`config.mk`:
```
export PLATFORM = sky130hd
export DESIGN_NAME = bin_to_bcd_seq_flat
export DESIGN_NICKNAME = d
export VERILOG_FILES = /design/src/rtl/bin_to_bcd_if.sv /design/src/rtl/bin_to_bcd_seq.sv /design/src/flat_wrapper.sv
export SDC_FILE = /design/constraint.sdc
export NUM_CORES = 1
export LEC_CHECK = 0
export ABC_CLOCK_PERIOD_IN_PS = 1500
export CAP_MARGIN = 20
export CORE_MARGIN = 1
export CORE_UTILIZATION = 35
export CTS_BUF_LIST = sky130_fd_sc_hd__clkbuf_2
export CTS_CLUSTER_DIAMETER = 60
export DETAILED_ROUTE_END_ITERATION = 10
export PLACE_DENSITY = 0.57
export SETUP_SLACK_MARGIN = 0.3
export SYNTH_ARGS = -nofsm -noshare
export SYNTH_HDL_FRONTEND = slang
export SYNTH_SLANG_ARGS = --single-unit
```
`constraint.sdc`:
```
create_clock -name CLOCK_50 -period 1.5 [get_ports CLOCK_50]
set_clock_uncertainty 0.05 [all_clocks]
set_input_delay 0.15 -clock CLOCK_50 [delete_from_list [all_inputs] [get_ports CLOCK_50]]
set_output_delay 0.15 -clock CLOCK_50 [all_outputs]
set_load 0.02 [all_outputs]
```
`src/rtl/bin_to_bcd_if.sv`:
```
// Handshake and result bus for the sequential binary-to-BCD converter.
// The master side issues start/bin_in. The slave side (the converter) returns
// busy, a one-cycle done pulse, and the packed BCD result.
interface bin_to_bcd_if #(
    parameter int BIN_W  = 8,
    parameter int DIGITS = 3
);
    logic                  start;
    logic [BIN_W-1:0]      bin_in;
    logic                  busy;
    logic                  done;
    logic [4*DIGITS-1:0]   bcd_out;

    modport master (
        output start,
        output bin_in,
        input  busy,
        input  done,
        input  bcd_out
    );

    modport slave (
        input  start,
        input  bin_in,
        output busy,
        output done,
        output bcd_out
    );
endinterface

```
`src/rtl/bin_to_bcd_seq.sv`:
```
// Sequential binary-to-BCD converter using shift-and-add-3 ("double dabble").
// It drives active-low 7-segment digits (bit0=a .. bit6=g).
// One input bit is consumed per clock. The result and the HEX digits change only
// on the done edge, so the displays never show partial values while shifting.
// Optional build macro: LEADING_ZERO_BLANK_EN blanks HEX digits above the most
// significant nonzero digit. HEX0 always shows a value, and bcd_out is unaffected.
module bin_to_bcd_seq #(
    parameter int BIN_W  = 8,
    parameter int DIGITS = 3
) (
    input  logic        CLOCK_50,
    input  logic        KEY0,
    bin_to_bcd_if.slave bus,
    output logic [0:6]  HEX0,
    output logic [0:6]  HEX1,
    output logic [0:6]  HEX2
);

    localparam int BCD_W = 4 * DIGITS;
    localparam int SR_W  = BCD_W + BIN_W;
    localparam int CNT_W = $clog2(BIN_W + 1);
    // Three HEX outputs exist regardless of DIGITS. Pad so that a missing digit reads as blank.
    localparam int PD    = (DIGITS > 3) ? DIGITS : 3;

    localparam logic [0:6]       SEG_BLANK = 7'b1111111;
    localparam logic [CNT_W-1:0] CNT_LAST  = CNT_W'(BIN_W - 1);

    typedef enum logic [1:0] {
        IDLE  = 2'd0,
        SHIFT = 2'd1,
        DONE  = 2'd2
    } state_t;

    state_t            state;
    logic [SR_W-1:0]   sr;
    logic [SR_W-1:0]   sr_adj;
    logic [CNT_W-1:0]  cnt;
    logic              busy_flag;
    logic              done_flag;
    logic [BCD_W-1:0]  bcd_hold;
    logic [BCD_W-1:0]  result;
    logic [4*PD-1:0]   res_pad;
    logic [PD-1:0]     show;
    logic [0:6]        hex_next0;
    logic [0:6]        hex_next1;
    logic [0:6]        hex_next2;

    // Active-low segment pattern for one BCD nibble. Non-decimal codes are blanked.
    function automatic logic [0:6] seg7(input logic [3:0] nib);
        logic [0:6] s;
        case (nib)
            4'd0:    s = 7'b0000001;
            4'd1:    s = 7'b1001111;
            4'd2:    s = 7'b0010010;
            4'd3:    s = 7'b0000110;
            4'd4:    s = 7'b1001100;
            4'd5:    s = 7'b0100100;
            4'd6:    s = 7'b0100000;
            4'd7:    s = 7'b0001111;
            4'd8:    s = 7'b0000000;
            4'd9:    s = 7'b0000100;
            default: s = SEG_BLANK;
        endcase
        return s;
    endfunction

    // Add-3 correction on every BCD nibble >= 5 before the next shift.
    // 4-bit add: no carry out is possible for nibbles 5..9.
    always_comb begin
        sr_adj = sr;
        for (int d = 0; d < DIGITS; d++) begin
            if (sr[BIN_W + 4*d +: 4] >= 4'd5) begin
                sr_adj[BIN_W + 4*d +: 4] = sr[BIN_W + 4*d +: 4] + 4'd3;
            end
        end
    end

    // Once all bits are shifted, the BCD field sits at the top of the shift register.
    always_comb begin
        result                = sr[SR_W-1 -: BCD_W];
        res_pad               = '0;
        res_pad[BCD_W-1:0]    = result;
    end

`ifdef LEADING_ZERO_BLANK_EN
    logic seen;

    // Digit visibility. Show digit 0 always, and every digit from the top nonzero one down.
    always_comb begin
        seen = 1'b0;
        show = '0;
        for (int d = PD - 1; d >= 0; d--) begin
            if (d == 0 || res_pad[4*d +: 4] != 4'd0) begin
                seen = 1'b1;
            end
            show[d] = seen && (d < DIGITS);
        end
    end
`else
    // Digit visibility. Every implemented digit is shown, leading zeros included.
    always_comb begin
        show = '0;
        for (int d = 0; d < PD; d++) begin
            show[d] = (d < DIGITS);
        end
    end
`endif

    // Segment patterns to be registered on the done edge.
    always_comb begin
        hex_next0 = show[0] ? seg7(res_pad[3:0])  : SEG_BLANK;
        hex_next1 = show[1] ? seg7(res_pad[7:4])  : SEG_BLANK;
        hex_next2 = show[2] ? seg7(res_pad[11:8]) : SEG_BLANK;
    end

    // Control FSM with registered busy/done/result/HEX outputs.
    // DONE spans two cycles. The first cycle latches the result and raises done.
    // The second cycle drops done and returns to IDLE. This keeps done a single
    // pulse, and a held start is accepted every BIN_W+3 clocks.
    always_ff @(posedge CLOCK_50 or negedge KEY0) begin
        if (!KEY0) begin
            state     <= IDLE;
            sr        <= '0;
            cnt       <= '0;
            busy_flag <= 1'b0;
            done_flag <= 1'b0;
            bcd_hold  <= '0;
            HEX0      <= SEG_BLANK;
            HEX1      <= SEG_BLANK;
            HEX2      <= SEG_BLANK;
        end else begin
            case (state)
                IDLE: begin
                    done_flag <= 1'b0;
                    if (bus.start) begin
                        sr        <= {{BCD_W{1'b0}}, bus.bin_in};
                        cnt       <= '0;
                        busy_flag <= 1'b1;
                        state     <= SHIFT;
                    end
                end
                SHIFT: begin
                    sr  <= sr_adj << 1;
                    cnt <= cnt + 1'b1;
                    if (cnt == CNT_LAST) begin
                        state <= DONE;
                    end
                end
                DONE: begin
                    if (!done_flag) begin
                        bcd_hold  <= result;
                        HEX0      <= hex_next0;
                        HEX1      <= hex_next1;
                        HEX2      <= hex_next2;
                        done_flag <= 1'b1;
                        busy_flag <= 1'b0;
                    end else begin
                        done_flag <= 1'b0;
                        state     <= IDLE;
                    end
                end
                default: begin
                    state     <= IDLE;
                    busy_flag <= 1'b0;
                    done_flag <= 1'b0;
                end
            endcase
        end
    end

    assign bus.busy    = busy_flag;
    assign bus.done    = done_flag;
    assign bus.bcd_out = bcd_hold;

endmodule

```
`src/flat_wrapper.sv`:
```
// flat-port wrapper written by rule: the top's interface ports become plain ports
module bin_to_bcd_seq_flat 
#(
    parameter int BIN_W  = 8,
    parameter int DIGITS = 3
)
  (CLOCK_50, KEY0, HEX0, HEX1, HEX2, bus_start, bus_bin_in, bus_busy, bus_done, bus_bcd_out);
  bin_to_bcd_if #(.BIN_W(BIN_W), .DIGITS(DIGITS)) bus_i ();
  input  logic CLOCK_50;
  input  logic KEY0;
  output logic [0:6] HEX0;
  output logic [0:6] HEX1;
  output logic [0:6] HEX2;
  input wire logic [$bits(bus_i.start)-1:0] bus_start;
  input wire logic [$bits(bus_i.bin_in)-1:0] bus_bin_in;
  output wire logic [$bits(bus_i.busy)-1:0] bus_busy;
  output wire logic [$bits(bus_i.done)-1:0] bus_done;
  output wire logic [$bits(bus_i.bcd_out)-1:0] bus_bcd_out;
  assign bus_i.start = bus_start;
  assign bus_i.bin_in = bus_bin_in;
  assign bus_busy = bus_i.busy;
  assign bus_done = bus_i.done;
  assign bus_bcd_out = bus_i.bcd_out;
  bin_to_bcd_seq #(.BIN_W(BIN_W), .DIGITS(DIGITS)) u_core (.CLOCK_50(CLOCK_50), .KEY0(KEY0), .bus(bus_i), .HEX0(HEX0), .HEX1(HEX1), .HEX2(HEX2));
endmodule
```
==> qor.txt <==
Clock Power Share - 7.7%
wire per inst - 15.6 um
RSZ-0062 raised after global routing - true
Chip Width - 98.7 um
port bufs - 45
post-layout min period - 1.46 ns
mapped cell area - 0.00328 sq mm
M3 GR Usage - 4.96%
Post-Syn Instances - 319
CTS tree - done
commonest non-fill, non-tap cell in the layout - buf_4
antenna violations before repair - 0
Reg power frac - 24.8%
nets@finish - 491
Pwr per Cell Area - 2270 mW/mm^2
number of DRC markers in iteration 0 - 113
Avg Cell Area, Syn - 10.3 sq um
Netlist cell types - 40
Hold Crit Class - in2async
first-pass GRT wire length - 13.7 mm
DP Wirelength - 4.56 mm
Worst-Skew Late Latency - 0.49 ns
Setup violations, final - 0
Sw Ratio - 42.2%
initial core utilization - 36.8%
flop-to-flop setup slack - 0.04 ns
CTS H-tree depth - 3
Final Total Pwr - 0.0131 W
Slew @ Worst Pin - 0.334 ns
P_leak - 2.60 nW
status - finished, final reports clean
final worst slack - 0.0406 ns
largest net degree at the start of global routing - 62
Final period util - 97.3%
worst reg2reg path depth - 6
met1 usage - 23.1%
combinational power share - 67.6%
Synth Flop Type - dfrtp_1
top-area cell type share of the netlist area - 30.6%
Worst path depth - 6
Final ANT Viol Nets - 0
WP buf/inv - 1
Final Max Slew Viols - 0
Synth area leaders - dfrtp_1, dfstp_2, nand2_1
Fill cells - 677
worst IR drop on VDD - 1170 uV
Syn-to-layout area delta - 75.9%
vias - 2,892
syn_nets - 346
Cell Chain, Critical Path - inv_4 -> ha_4 -> nand2b_4 -> a21oi_4 -> mux2i_1 -> o21ai_2
layout cell share with drive strength beyond 1 - 73.1%
CP delay by family, top - flip-flops
Routed WL - 9.00 mm
DRC violations left - 0
CP Max Fanout - 4
Place WS - -0.0603 ns
I/O pin cnt - 46
CP arrival - 1.81 ns
routing usage on met2 - 29.7%
Crit Path Class - reg2reg
Slowest Stage Delay on Critical Path - 0.50 ns
ys async rst share - 100%
Final Hold Fails - 0
GR peak layer - met2
FF+latch count, synth - 61
cell taking the most area after synthesis - dfrtp_1
Placer Congestion - 0.794
# rows - 34
Syn. warnings - 0
most frequent cells in the layout - buf_4, buf_6, o21ai_2
Num CTS Buffers - 9
Reg clk slew, reported paths - 0.17 ns
Critical Path RT - 1.85 ns
root buf cell - clkbuf_2
diode count - 0
Crit. End Element - flip-flop
core footprint - 0.00889 sq mm
Clock Sinks - 61
Max Fclk - 685 MHz
vias in the first global route - 2,832
Internal - 0.00756 W
Max stage delay cell, worst path - dfrtp_2
switching power - 0.00552 W
max-cap violations - 0
die height - 98.7 um
Total Routing Usage GR - 17.9%
DRT Pass-1 Iters - 4
Slew headroom - 77.7%
DIE AREA - 0.00975 sq mm
register area share after synthesis - 47.4%
crit path launch type - flip-flop
EDFF count, synth - 0
Max clock buf depth - 2
grt ovf - 0
vias per std cell - 5.01
[stage by stage]
step	TNS [ns]	area [sq um]	std cells	hold WS, ns	util, %
floorplan	0	3420	319	-0.196	-
finish	0	5760	577	0.120	64.8
detailed placement	-0.371	4010	475	0.136	45.1
global placement	-0.0470	4010	475	0.136	45.1
CTS	0	5040	547	0.103	56.7
global route	0	5760	577	0.128	64.8
[state kept, by name (all words and copies together), names as in the netlist]
register	count
u_core.sr	20
u_core.bus.bcd_out	12
u_core.HEX0	7
u_core.HEX1	7
u_core.HEX2	7
u_core.cnt	4
u_core.state	2
u_core.bus.busy	1
u_core.bus.done	1
[metal layers]
layer,part of all wire [%],up-vias,wire [um]
met5,0,-,0
met4,0.90,0,81
met3,3.6,9,321
met2,53,56,4740
met1,43,1439,3860
li1,-,1388,-
[final cells by class]
type | instances | area, sq um | share of cell area (%)
clock inverter | 6 | 53.8 | 0.934
inverter | 18 | 80.1 | 1.39
tap | 108 | 135 | 2.34
multi-input combinational | 219 | 2190 | 38.1
clock buffer | 10 | 50.0 | 0.868
timing repair buffer | 155 | 1680 | 29.2
sequential | 61 | 1570 | 27.2
[power groups by stage]
stage / clock [W] / combinational (W) / sequential [W]
2_1_floorplan: 0 / 0.00346 / 0.00332
5_1_grt: 0.00111 / 0.00948 / 0.00332
6_report: 0.00100 / 0.00885 / 0.00324
3_3_place_gp: 0 / 0.00520 / 0.00306
4_1_cts: 0.00104 / 0.00732 / 0.00313
3_5_place_dp: 0 / 0.00528 / 0.00307
[tightest hold or removal path: stages]
cell and delay, ns:
dlygate4sd3_1 0.52, buf_2 0.12, buf_12 0.29
[cells in the mapped netlist (2+ instances only)]
master	n
buf_6	10
nand2b_4	2
nand2b_1	4
dfrtp_1	40
mux2_2	2
o31ai_1	6
dfstp_2	21
a22oi_1	8
a22o_1	3
o21ai_0	31
o21ai_1	15
mux2_4	3
o22ai_1	6
ha_1	16
inv_1	17
mux2i_1	6
o21ai_2	18
nor3b_1	2
a21oi_2	3
buf_2	2
nand2_1	55
nor2_1	10
xnor2_1	6
buf_4	6
buf_12	2
a21oi_1	11
[path summary, 6_finish.rpt]
path | start | end
worst max-delay path | u_core.sr[16] | u_core.sr[18]
worst min-delay path | KEY0 | u_core.bus.bcd_out[9]
worst max register to register | u_core.sr[16] | u_core.sr[18]
worst min register to register | u_core.HEX2[0] | u_core.HEX2[0]
max in group asynchronous | KEY0 | u_core.HEX2[4]
min in group CLOCK_50 | bus_bin_in[0] | u_core.sr[0]
[cells by family (layout without fill, tap and decap cells)]
group	Yosys count	count (layout)	share of synthesized area [%]
compound gates	106	106	21.2
xor+xnor	6	6	1.60
mux	11	11	3.90
flops	61	61	47.4
buf+inv	39	189	8.56
fa+ha+maj	16	16	6.11
simple gates	80	80	11.2
[what timing repair did]
action | in CTS | in global routing
hold buffers | 1 | 0
cloned | 6 | 2
setup buffers | 49 | 28
setup endpoints to repair | 84 | 95
pin swaps | 27 | 60
resized for setup | 316 | 119
endpoints found under the hold margin | 61 | 0
Note: power is estimated with default switching activity, not from simulation.
==> variant: new RTL, same flow settings <==
Add a define of `LEADING_ZERO_BLANK_EN`.
--- a/src/rtl/bin_to_bcd_seq.sv
+++ b/src/rtl/bin_to_bcd_seq.sv
@@ -5,4 +5,6 @@
 // Optional build macro: LEADING_ZERO_BLANK_EN blanks HEX digits above the most
 // significant nonzero digit. HEX0 always shows a value, and bcd_out is unaffected.
+`define LEADING_ZERO_BLANK_EN
+
 module bin_to_bcd_seq #(
     parameter int BIN_W  = 8,
Check against the original RTL: no difference found for any inputs over 10 cycles, from zero or initial values; that may be too few to reach the edited logic, so the function may still have changed.
==> variant against the original RTL <==
  * Final area is 4.9% lower
  * Combinational power is 10% lower
  * The flow now finishes with violations (negative setup slack)
  * Core utilization is 2.3 points lower
  * Die area is 3.2% lower
  * Wire length is 6.5% higher
  * Synthesized area is 3.2% lower
  * Total power is 9.2% lower
  * Worst setup slack worse by 51 ps
  * Sequential cell count stayed put
  * Critical endpoint is now u_core.HEX2[5]
  * Via count is 3.3% higher
==> variant: results <==
[place]
place_congestion = 0.8373
dp.final_hpwl_um = 5262
place_inst = 509
place_ws_ps = 22.27
postPlaceCellArea_um2 = 4061

[global_route]
grt_pass1_vias = 2835
grt_max_degree = 28
grtUsageTotal = 0.1824
grt_pass1_wl_um = 13750

[pwr]
cellLeakagePower_nw = 2.383
power_frac_comb = 0.669
ir_drop_mv = 0.8704
p_int_mw = 6.726
switching_share = 0.4339
powerSeq_mw = 3.13

[yosys]
netlist_top_cells_area = "dfrtp_1 32%, dfstp_2 17%, o21ai_0 7.9%, nand2_1 6.9%, ha_1 6.7%"
syn_area_per_cell_um2 = 9.186
synth_flop_cell = "dfrtp_1"
ys_top_cells_by_count = "58 x nand2_1, 50 x o21ai_0, 40 x dfrtp_1, 28 x a21oi_1, 21 x dfstp_2"
yosysUniqueCellTypes = 39
synth_seq_area_share = 0.4899
syn_nets = 373

[final_layout]
largest_reg_flops = 20
fin_nets = 500
fin_area_um2 = 5480
nFillCells = 727
layout-drive-gt1-share = 0.6038

[sta]
finalSetupViolations = 1
maxSlewHeadroom = 0.6937
fin_ws_ps = -10.82
finalSetupTns_ps = -10.82
worst_hold_slack_ps = 60.36

[critical_path]
crit_path_start_kind = "flip-flop"
r2r_cells = 3
worstPathMaxFanout = 5
worstPathArrival_ps = 1880
rr_startpoint = "u_core.bus.done"
crit_path_start = "u_core.bus.done"
critical-path-slowest-cell = "or3b_4"
cp_top_family = "simple AND/OR/NAND/NOR gates"
cp-endpoint = "u_core.HEX2[5]"

[run]
cap_violations = 0

[routing]
drt-initial-drc-count = 74
detail_route.wl_per_cell_um = 16.38
dr.pass1.iters = 5
viasPerCell = 5.106
wirelength_um = 9582

[clock_tree]
clkLatencyLatePin_ps = 510

[outcome]
outcome = "finished, violations left"
violations = "negative setup slack"
variant: cell types whose count changed in the layout (fill, tap and decap cells not counted), sizes merged, moves of 4 or more:
cell,change
o21ai,-14
buf,-19
mux2i,-5
inv,-4
nor2,+4
nor2b,+11
mux2,-4
a21oi,+14
variant: metal layers:
layer	routed length, um	global-route usage	part of all wire	vias up
li1	-	-	-	1450
met1	4030	0.2235	0.42	1463
met2	5070	0.3120	0.53	62
met3	308	0.04173	0.032	12
met4	172	0.06774	0.018	0
met5	0	0	0	-
variant: worst min-delay path by stage:
stage / start / to / cells past startpoint
2_1_floorplan: KEY0 / u_core.bus.bcd_out[0] / 0
3_3_place_gp: KEY0 / u_core.bus.bcd_out[10] / 1
3_5_place_dp: KEY0 / u_core.bus.bcd_out[10] / 1
4_1_cts: KEY0 / u_core.bus.bcd_out[10] / 2
5_1_grt: KEY0 / u_core.bus.bcd_out[8] / 2
6_report: KEY0 / u_core.bus.bcd_out[8] / 2
variant: final cells by class:
type	instances	share of cell area
Multi-Input combinational cell	248	0.3957
Sequential cell	61	0.2847
Timing Repair Buffer	138	0.2710
Tap cell	108	0.02466
Inverter	14	0.01050
Clock buffer	11	0.01005
Clock inverter	5	0.003425
variant: kinds of logic after synthesis:
logic type | after synthesis | share of synthesized area
AOI/OAI and AO/OA | 115 | 0.2128
xor gates and xnor gates | 5 | 0.01382
adders and majority gates | 17 | 0.06711
buffers and inverters | 37 | 0.05172
DFF | 61 | 0.4899
muxes | 2 | 0.006711
and+or+nand+nor | 108 | 0.1579
variant: timing repair:
item	CTS	global route
pin swaps	23	67
hold buffers	1	0
buffers inserted	30	18
setup endpoints to repair	96	96
resized for setup	278	147
hold endpoints to repair	49	0
gates cloned	3	8
